### src/rtl/rand_share_arb.sv
// Round-robin arbiter that shares one free-running random source among N_REQ requesters,
// with a fixed decorrelation gap after each transfer or abort.
module rand_share_arb #(
    parameter int N_REQ = 4,
    parameter int W     = 4,
    parameter int GAP   = 4
) (
    input  logic                       clk,
    input  logic                       reset,
    input  logic [W-1:0]               rand_in,
    input  logic [N_REQ-1:0]           req,
    input  logic [N_REQ-1:0]           ack,
    output logic [N_REQ-1:0]           valid,
    output logic [W-1:0]               rand_out,
    output logic [$clog2(N_REQ)-1:0]   gnt_id,
    output logic                       busy
);

    // state | meaning
    // IDLE  | no offer; arbitrate among active requests
    // GRANT | rand_out offered to gnt_id until ack or withdrawal
    // GAP   | decorrelation wait, GAP cycles, no grants
    typedef enum logic [1:0] {
        IDLE  = 2'd0,
        GRANT = 2'd1,
        GAP_S = 2'd2
    } state_t;

    localparam int ID_W = $clog2(N_REQ);
    localparam logic [3:0] GAP_LOAD = 4'(GAP);

    state_t            state, state_nxt;
    logic [N_REQ-1:0]  valid_nxt;
    logic [W-1:0]      rand_nxt;
    logic [ID_W-1:0]   gnt_nxt;
    logic [ID_W-1:0]   last_grant, last_nxt;
    logic [3:0]        gap_cnt, gap_nxt;

    logic              rr_hit;
    logic [ID_W-1:0]   rr_winner;
    logic [ID_W-1:0]   cand;
    logic [N_REQ-1:0]  onehot;

    // search starts one past the last completed grant and wraps
    always_comb begin
        rr_hit    = 1'b0;
        rr_winner = '0;
        cand      = '0;
        for (int k = 1; k <= N_REQ; k++) begin
            cand = ID_W'((int'(last_grant) + k) % N_REQ);
            if (!rr_hit && req[cand]) begin
                rr_hit    = 1'b1;
                rr_winner = cand;
            end
        end
        onehot            = '0;
        onehot[rr_winner] = 1'b1;
    end

    always_comb begin
        state_nxt = state;
        valid_nxt = valid;
        rand_nxt  = rand_out;
        gnt_nxt   = gnt_id;
        last_nxt  = last_grant;
        gap_nxt   = gap_cnt;
        unique case (state)
            IDLE: begin
                valid_nxt = '0;
                if (rr_hit) begin
                    state_nxt = GRANT;
                    valid_nxt = onehot;
                    rand_nxt  = rand_in;
                    gnt_nxt   = rr_winner;
                end
            end
            GRANT: begin
                // an ack coinciding with withdrawal still counts as a transfer
                if (ack[gnt_id]) begin
                    state_nxt = GAP_S;
                    valid_nxt = '0;
                    last_nxt  = gnt_id;
                    gap_nxt   = GAP_LOAD;
                end else if (!req[gnt_id]) begin
                    state_nxt = GAP_S;
                    valid_nxt = '0;
                    gap_nxt   = GAP_LOAD;
                end
            end
            GAP_S: begin
                valid_nxt = '0;
                if (gap_cnt <= 4'd1) begin
                    state_nxt = IDLE;
                    gap_nxt   = '0;
                end else begin
                    gap_nxt = gap_cnt - 4'd1;
                end
            end
            default: begin
                state_nxt = IDLE;
                valid_nxt = '0;
                gap_nxt   = '0;
            end
        endcase
    end

    always_ff @(posedge clk or posedge reset) begin
        if (reset) begin
            state      <= IDLE;
            valid      <= '0;
            rand_out   <= '0;
            gnt_id     <= '0;
            last_grant <= ID_W'(N_REQ - 1);
            gap_cnt    <= '0;
        end else begin
            state      <= state_nxt;
            valid      <= valid_nxt;
            rand_out   <= rand_nxt;
            gnt_id     <= gnt_nxt;
            last_grant <= last_nxt;
            gap_cnt    <= gap_nxt;
        end
    end

    assign busy = (state != IDLE);

endmodule

### config.mk
export PLATFORM = sky130hd
export DESIGN_NAME = rand_share_arb
export DESIGN_NICKNAME = d
export VERILOG_FILES = /design/src/rtl/rand_share_arb.sv
export SDC_FILE = /design/constraint.sdc
export NUM_CORES = 1
export LEC_CHECK = 0
export BUFFER_PORTS_ARGS = -buffer_cell sky130_fd_sc_hd__buf_2
export CAP_MARGIN = 20
export CORE_ASPECT_RATIO = 1.75
export CORE_MARGIN = 4
export CORE_UTILIZATION = 30
export DETAILED_ROUTE_END_ITERATION = 16
export PLACE_DENSITY_LB_ADDON = 0.3
export SLEW_MARGIN = 40
export SYNTH_ARGS = -nofsm -noshare
export SYNTH_HDL_FRONTEND = slang
export SYNTH_SLANG_ARGS = --single-unit
### constraint.sdc
create_clock -name clk -period 1.7 [get_ports clk]
set_input_delay 0.17 -clock clk [delete_from_list [all_inputs] [get_ports clk]]
set_output_delay 0.17 -clock clk [all_outputs]
set_load 0.02 [all_outputs]
Word-level counts from Yosys, hierarchy flattened

Index checks and enable logic that the tools add are counted.

Bits of input ports: 14
Output and inout bits: 11
Word-level logic and storage cells: 73
Register bits: 18

Equal/unequal tests: 5
Add/subtract/negate cells: 5
Reduce and logical (&&, ||, !) cells: 13
Multiplexer cells: 35
Order comparisons: 8
Bitwise gates (word level): 1

Operators with widths:

| operator                                            | count |
|---|---|
| two-way mux 4 bit                                   | 6 |
| < comparator 2 x 3 -> 1 bit, second input constant  | 6 |
| two-way mux 2 bit                                   | 8 |
| binary-select mux 1 bit (select 2 bit)              | 6 |
| case mux 4 bit (3 select lines)                     | 1 |
| two-way mux 1 bit                                   | 11 |
| case mux 4 bit (2 select lines)                     | 1 |
| case mux 2 bit (3 select lines)                     | 1 |
| AND reduction 2 bit                                 | 3 |
| adder 2 x 1 -> 2 bit, second input constant         | 2 |
| adder 2 bit, second input constant                  | 2 |
| <= comparator 4 x 1 -> 1 bit, second input constant | 1 |
| logical AND 1 bit                                   | 4 |
| != test 2 bit, second input constant                | 2 |
| subtractor 4 x 1 -> 4 bit, second input constant    | 1 |
| zero test 1 bit                                     | 3 |
| != test 3 bit, second input constant                | 1 |
| AND reduction 3 bit                                 | 1 |
| demux 1 bit (select 2 bit)                          | 1 |
| == test 2 x 1 -> 1 bit, second input constant       | 1 |
| == test 2 bit, second input constant                | 1 |
| >= comparator 2 x 1 -> 1 bit, second input constant | 1 |
| zero test 2 bit                                     | 1 |
| nonzero test 2 bit                                  | 1 |
| NOT 1 bit                                           | 1 |

Logic depth before layout (Yosys ltp)

Gate-level depths: netlist of run 1.

Word-level depth: 19
Depth in mapped cells: 7
Mapped depth without buffers: 6

Worst setup path before layout of run 1

No wires, ideal clock.

Kind: reg2reg
Start: register gnt_id[1]
End: register state[1]
Arrival: 1.785 ns
Period minus slack after synthesis: 1.910 ns
Library setup time: 0.125 ns
Stages on the path, launching flop included: 5
Path slack: -0.210 ns
Required time: 1.575 ns
Buffers on the path: 1
Path through: dfrtp_1 -> mux4_2 -> buf_6 -> a221oi_1 -> mux2_2

Word-level cells in the longest chain between the ends: 4
Elaborated cells between the ends (all ways): 8
Those cells by class: 1 x eq/ne; 6 x mux; 1 x reduce/logical

Ends and longest elaborated chain:

| element                                                                                 | line   | RTL |
|---|---|---|
| start: declaration                                                                      | 15     | `output logic [$clog2(N_REQ)-1:0] gnt_id,` |
| start signal: assignment                                                                | 119    | `gnt_id <= gnt_nxt;` |
| binary-select mux 1 bit (select 2 bit), on equally long branches                        | 79, 84 |  |
| two-way mux 1 bit, on equally long branches                                             | 79, 84 |  |
| != test 3 bit (no line) / two-way mux 2 bit (equally long branches)                     | --     |  |
| AND reduction 3 bit (no line) / case mux 2 bit (3 select lines) (equally long branches) | --     |  |
| end signal: assignment                                                                  | 116    | `state <= state_nxt;` |
| end: declaration                                                                        | 32     | `state_t state, state_nxt;` |

Parallel ways exist; a longest one is shown, timed or not. The select of a mux whose other input is x is not followed.
A chain may end at the register's enable or synchronous reset.

Final worst setup path of run 1

Same ends and word-level chain as after synthesis.

==> out/results.tsv, run 1 <==
metric	value	unit
dieArea	0.00462	mm²
yosysMostFrequentCell	dfrtp_1	
netlist_instances	101	
final_area	0.00135	mm²
dp_hpwl	1.92	mm
num_vias	882	
syn_area	0.00107	mm²
n_antenna_cell	0	
synth_edf_count	0	
start_util	0.315	
path_class	reg2reg	
cts.sink_count	18	
via_per_inst	4.93	
numPortBuffers	24	
cts_tree	built	
drtPass1Iterations	2	
die_x	53.1	µm
power.leakage	0.659	nW
synth_ff_type	dfrtp_1	
cts_buffers	3	
arrival	1.82	ns
rr_worst_depth	3	
finClkSkew	0.00579	ns
violations	negative hold slack	
place_area	0.00129	mm²
antenna_found_initial	0	
period_needed	1.68	ns
finish.utilization	0.396	
cts_root_buf	clkbuf_8	
rows	28	
finalHoldViolCount	4	
wirelength	2.35	mm
final_net_count	154	
synthDistinctLibCells	35	
required	1.84	ns
grt.total_usage	0.118	
cp-end-kind	flop	
rrSetupSlack	0.02	ns
synth_top_area_frac	0.374	
slew_violations	0	
die_h	87.0	µm
synth_nets	120	
worst_pin_slew	0.680	ns
yosys_warnings	0	
finalSetupViolations	0	
drive_above_1_share	0.418	
maxCapViolCount	0	
synth_area_leader_cell	dfrtp_1	
clkLatencyLatePin	0.26	ns
wl_per_cell	13.1	µm
rsz0062_at_grt	true	
hold_slack	-0.00180	ns
place.gp.congestion	0.772	
hp-class	in2async	
r2r-start	gnt_id[1]	
finalCritPeriodShare	0.990	
status	complete, but fails checks	
grt_max_degree	19	
syn_avg_cell_area	10.6	µm²
crit_fanout	7	
grt-ovfl-total	0	
post_cts_buffers	0	
ys_seq_area_frac	0.423	
rr_endpoint	state[1]	
synthTopCellsByArea	dfrtp_1, mux2_2, ha_1	
antenna_left	0	
io_pins	25	
path_clk_slew	0.07	ns
ys_seq_elements	18	
fmax	594	MHz
slew_headroom	0.546	
drt_iter0_markers	12	
drc	0	
synth_common_cells	dfrtp_1, inv_1, mux2_2, nand2_1	
first_global_vias	934	
area_growth	25.8	%
power_density	1730	mW/mm²
htree_levels	1	
core	0.00340	mm²
peakVddDrop	0.684	mV
grt_first_pass_wirelength	4.16	mm
clockBufferDepth	2	
critPathLaunchType	flop	
async_flop_share	1.00	
-- registers in the layout, indices dropped and copies added, names as in the netlist --
name / flops
gap_cnt: 4
rand_out: 4
valid: 4
last_grant: 2
state: 2
gnt_id: 2
-- cells in the final DEF (no fill, tap or decap), types with 2 or more instances in the layout --
cell type	n
nor2b_1	4
buf_4	10
mux2_2	6
or2_2	3
nor3_1	2
nand2b_1	3
buf_2	24
mux2i_1	2
mux4_2	2
nor2_1	4
or2b_1	4
dfrtp_1	15
inv_1	7
clkbuf_8	3
a21oi_1	2
dfstp_2	2
nand3_1	5
nand2_1	6
ha_1	4
o31ai_1	4
-- layout make-up --
cell class                 instances  area, µm²
timing repair buffer              34        195
sequential                        18        454
fill                             343       2050
inverter                           8       30.0
clock buffer                       4       45.0
tap                               45       56.3
multi-input combinational         70        566
-- stage by stage --
step | std cells | TNS, ns | setup slack [ns] | total power [mW] | hold slack, ns
3_3_place_gp | 175 | 0 | 0.0426 | 1.99 | 0.309
4_1_cts | 179 | 0 | 0.0265 | 2.34 | 0.0350
2_1_floorplan | 101 | -0.182 | -0.0794 | 1.64 | 0.107
3_5_place_dp | 175 | 0 | 0.0133 | 2.02 | 0.305
5_1_grt | 179 | -0.0464 | -0.0464 | 2.51 | 0.0839
6_report | 179 | 0 | 0.0174 | 2.33 | -0.00180
-- where the power goes --
group,leakage [nW],switching [mW],internal [mW]
combinational,0.412,0.680,0.587
sequential,0.225,0.119,0.623
clock,0.0228,0.150,0.167
total,0.659,0.949,1.38
-- how the worst max path moves through the flow --
stage / startpoint / end / slack (ns)
finish: gnt_id[1] / state[1] / 0.02
global route: gnt_id[1] / state[1] / -0.05
CTS: gap_cnt[0] / state[1] / 0.03
detailed placement: req[3] / state[1] / 0.01
global placement: req[3] / state[1] / 0.04
floorplan: gnt_id[1] / state[1] / -0.08
-- repair_timing --
item	CTS	global route
gates resized for setup	0	3
hold buffers	0	0
endpoints found under the setup margin	0	3
-- per-layer routing --
metal / share of wire / up-vias / GRT usage
li1: - / 431 / -
met1: 0.39 / 435 / 0.125
met2: 0.56 / 12 / 0.223
met3: 0.026 / 4 / 0.0223
met4: 0.018 / 0 / 0.0372
met5: 0 / - / 0
-- logic make-up after synthesis --
| group | count (synthesis) | share of synthesized area |
|---|---|---|
| buffers and inverters | 13 | 0.0596 |
| AND/OR/NAND/NOR | 35 | 0.181 |
| multiplexers | 11 | 0.135 |
| AO/OA/AOI/OAI | 19 | 0.143 |
| adder cells (fa/ha/maj) | 5 | 0.0585 |
| flip-flops | 18 | 0.423 |
-- worst max-delay path, stage by stage (launching register included) --
cell,delay [ns]
dfrtp_2,0.37
mux4_2,0.58
a221oi_2,0.30
mux2_4,0.32
Note: power is estimated with default switching activity, not from simulation.
==> inputs of run 2 (changes only) <==
==> constraint.sdc (replaced) <==
create_clock -name clk -period 1.7 [get_ports clk]
set_input_delay 0.085 -clock clk [delete_from_list [all_inputs] [get_ports clk]]
set_output_delay 0.085 -clock clk [all_outputs]
set_load 0.02 [all_outputs]
==> out/results.tsv, run 2 (synthesis gave the netlist of run 1 again) <==
metric	value	unit
finClkSkew	0.000684	ns
critPathLaunchType	flop	
antenna_left	0	
grt-ovfl-total	0	
dp_slack	0.0157	ns
antenna_found_initial	0	
cp-end-kind	flop	
wl_per_cell	13.4	µm
final_net_count	151	
maxCapViolCount	0	
die_h	87.0	µm
final_cell_mix	buf_2, dfrtp_1, inv_1	
first_global_vias	893	
htree_levels	1	
grt_first_pass_wirelength	4.00	mm
cts_root_buf	clkbuf_8	
cp_top_family	multiplexers	
power.leakage	0.649	nW
arrival	1.82	ns
fill_cells	358	
drive_above_1_share	0.412	
cts.sink_count	18	
drt_iter0_markers	9	
dp_hpwl	1.92	mm
cts_buffers	3	
final.setup.tns	0	ns
finalCritPeriodShare	0.988	
cp_slowest_stage_delay	0.59	ns
fmax	595	MHz
clockBufferDepth	2	
cp_cell_sequence	mux4_2 -> a221oi_2 -> mux2_4	
path_clk_slew	0.07	ns
clkLatencyLatePin	0.25	ns
core	0.00340	mm²
wirelength	2.35	mm
slew_headroom	0.550	
layout_commonest_cell	buf_2	
finalHoldViolCount	0	
finalSetupViolations	0	
worst_pin_slew	0.674	ns
grt_util_met3	0.0292	
n_antenna_cell	0	
path_class	reg2reg	
via_per_inst	4.93	
drtPass1Iterations	4	
numPortBuffers	24	
place.gp.congestion	0.791	
io_pins	25	
peakVddDrop	0.898	mV
required	1.84	ns
dieArea	0.00462	mm²
die_x	53.1	µm
grt_util_met2	0.206	
grt_max_degree	19	
crit_path_top_delay_cell	mux4_2	
grt.total_usage	0.116	
slew_violations	0	
post_cts_buffers	0	
area_growth	25.1	%
cts_tree	built	
start_util	0.315	
use_met1	0.127	
drc	0	
status	completed	
power_density	1750	mW/mm²
num_vias	868	
crit_fanout	7	
cp_num_buf_inv	0	
rsz0062_at_grt	true	
busiest_layer	met2	
reg_top3	gap_cnt: 4 flops, rand_out: 4 flops, valid: 4 flops	
hp-class	in2reg	
period_needed	1.68	ns
setup_slack	0.0205	ns
rows	28	
run 2: worst reg2reg max path, cell delays in order (launching register included):
cell and delay (ns):
dfrtp_2 0.37, mux4_2 0.59, a221oi_2 0.28, mux2_4 0.32
run 2: per-stage QoR:
stage                     hold slack, ns   util  total power [mW]  instance area, µm²  instances
after floorplan                   0.0220      -              1.64                1080        101
after global placement             0.218  0.372              1.96                1260        171
after detailed placement           0.221  0.372              1.99                1260        171
after CTS                         0.0604  0.391              2.34                1330        176
after global routing              0.0642  0.394              2.53                1340        176
final                             0.0594  0.394              2.34                1340        176
run 2: area by class of cell:
cell class	instances	area, µm²	share of cell area
flip-flops and latches	18	454	0.339
inverters	8	30.0	0.0224
well taps	45	56.3	0.0421
clock buffers	4	55.1	0.0411
repair buffers	31	175	0.131
multi-input cells	70	568	0.424
run 2: power breakdown:
| group | switching (mW) | leakage, nW | total (mW) | internal, mW |
|---|---|---|---|---|
| clock | 0.140 | 0.0288 | 0.346 | 0.206 |
| sequential | 0.112 | 0.225 | 0.736 | 0.624 |
| combinational | 0.683 | 0.395 | 1.26 | 0.576 |
run 2: metal layers:
| metal | share of wire | up-vias |
|---|---|---|
| met4 | 0.020 | 0 |
| met2 | 0.56 | 17 |
| met1 | 0.38 | 423 |
| li1 | - | 422 |
| met3 | 0.040 | 6 |
| met5 | 0 | - |
run 2: repair_timing:
action / 4_1_cts / 5_1_grt
hold endpoints to repair: 16 / 0
endpoints found under the setup margin: 0 / 6
hold buffers: 1 / 0
gates resized for setup: 0 / 4
run 2: path summary, 6_finish.rpt:
| kind | cells after the start | startpoint | slack (ns) | endpoint |
|---|---|---|---|---|
| max | 3 | gnt_id[1] | 0.02 | state[1] |
| min | 2 | rand_in[3] | 0.06 | rand_out[3] |
| max reg2reg | 3 | gnt_id[1] | 0.02 | state[1] |
| min reg2reg | 2 | valid[1] | 0.49 | valid[1] |
| max in group asynchronous | 3 | reset | 0.76 | gnt_id[1] |
| min in group asynchronous | 3 | reset | 0.47 | state[0] |
==> inputs of run 3 (changes only) <==
- CELL_PAD_IN_SITES_DETAIL_PLACEMENT: default -> 0
- CELL_PAD_IN_SITES_GLOBAL_PLACEMENT: default -> 1
- clock period: 1.7 -> 1.4 ns (I/O delays scaled with it)
==> out/results.tsv, run 3 (synthesis gave the netlist of run 1 again) <==
metric	value	unit
maxCapViolCount	0	
violations	negative setup slack	
start_util	0.315	
clockBufferDepth	2	
cp_cell_sequence	mux4_2 -> a221oi_2 -> mux2_4	
antenna_left	0	
fill_cells	351	
wirelength	2.81	mm
period_needed	1.67	ns
reg_top3	gap_cnt: 4 flops, rand_out: 4 flops, valid: 4 flops	
n_antenna_cell	0	
cts.sink_count	18	
cts_buffers	3	
crit_path_top_delay_cell	mux4_2	
grt_first_pass_wirelength	4.75	mm
dieArea	0.00462	mm²
finalSetupViolations	12	
area_growth	51.2	%
arrival	1.81	ns
dp_hpwl	2.18	mm
first_global_vias	1038	
path_class	reg2reg	
fmax	599	MHz
cp_top_family	multiplexers	
via_per_inst	4.86	
slew_headroom	0.730	
io_pins	25	
layout_commonest_cell	buf_4	
grt-ovfl-total	0	
required	1.54	ns
grt.total_usage	0.138	
finClkSkew	0.00462	ns
peakVddDrop	1.20	mV
wl_per_cell	14.1	µm
grt_max_degree	19	
cp-end-kind	flop	
clkLatencyLatePin	0.26	ns
hp-class	in2reg	
status	complete, but fails checks	
numPortBuffers	24	
die_h	87.0	µm
drive_above_1_share	0.574	
power.leakage	0.790	nW
die_x	53.1	µm
drtPass1Iterations	4	
htree_levels	1	
place_area	0.00144	mm²
cp_slowest_stage_delay	0.58	ns
finalCritPeriodShare	1.19	
cts_root_buf	clkbuf_8	
power_density	2190	mW/mm²
p_total	3.54	mW
setup_slack	-0.270	ns
finish.utilization	0.476	
num_vias	972	
rows	28	
core	0.00340	mm²
rsz0062_at_grt	true	
path_clk_slew	0.07	ns
cp_num_buf_inv	0	
antenna_found_initial	0	
critPathLaunchType	flop	
slew_violations	0	
final_cell_mix	buf_4, buf_2, dfrtp_1	
drt_iter0_markers	18	
worst_pin_slew	0.405	ns
final_area	0.00162	mm²
drc	0	
finalHoldViolCount	0	
place.gp.congestion	0.807	
crit_fanout	6	
cts_tree	built	
final_net_count	175	
run 3: area by class of cell:
type / instances / area [µm²] / share of cell area
inverters: 8 / 30.0 / 0.0186
repair buffers: 55 / 379 / 0.234
flip-flops and latches: 18 / 455 / 0.282
multi-input cells: 70 / 642 / 0.397
clock buffers: 4 / 55.1 / 0.0340
well taps: 45 / 56.3 / 0.0348
run 3: routing by layer:
metal | vias to the layer above | GRT usage | wire length [µm]
met3 | 5 | 0.0154 | 57
met2 | 16 | 0.258 | 1660
met1 | 480 | 0.151 | 1050
li1 | 471 | - | -
met5 | - | 0 | 0
met4 | 0 | 0.0581 | 51
run 3: power breakdown:
group          internal (mW)  switching (mW)
combinational           1.15            1.05
sequential             0.759           0.148
clock                  0.250           0.189
total                   2.16            1.38
run 3: final timing paths:
| check | slack (ns) | endpoint | start | cells after the start |
|---|---|---|---|---|
| max in group asynchronous | 0.77 | last_grant[0] | reset | 4 |
| hold / removal | 0.04 | rand_out[0] | rand_in[0] | 2 |
| hold reg to reg | 0.51 | valid[2] | valid[2] | 2 |
| setup reg to reg | -0.27 | state[1] | gnt_id[1] | 3 |
| setup / recovery | -0.27 | state[1] | gnt_id[1] | 3 |
| min in group asynchronous | 0.36 | gap_cnt[0] | reset | 4 |
run 3: worst reg2reg max path, delay by kind of cell (launching register included):
kind,cells,cell delay (ns)
AOI/OAI and AO/OA,1,0.28
DFF,1,0.37
muxes,2,0.90
run 3: what timing repair did:
item	CTS	global route
setup buffers	3	1
hold buffers	1	0
endpoints found under the hold margin	16	0
pin swaps	6	5
setup endpoints to repair	19	15
cloned	0	0
resized for setup	7	12
run 3: per-stage QoR:
| stage | hold slack (ns) | worst slack [ns] | TNS (ns) | std cells |
|---|---|---|---|---|
| finish | 0.0403 | -0.270 | -1.90 | 200 |
| detailed placement | 0.105 | -0.270 | -2.22 | 191 |
| global route | 0.0447 | -0.318 | -2.59 | 200 |
| global placement | 0.0983 | -0.236 | -1.74 | 191 |
| CTS | 0.0373 | -0.280 | -2.01 | 199 |
| floorplan | 0.00697 | -0.379 | -2.86 | 101 |
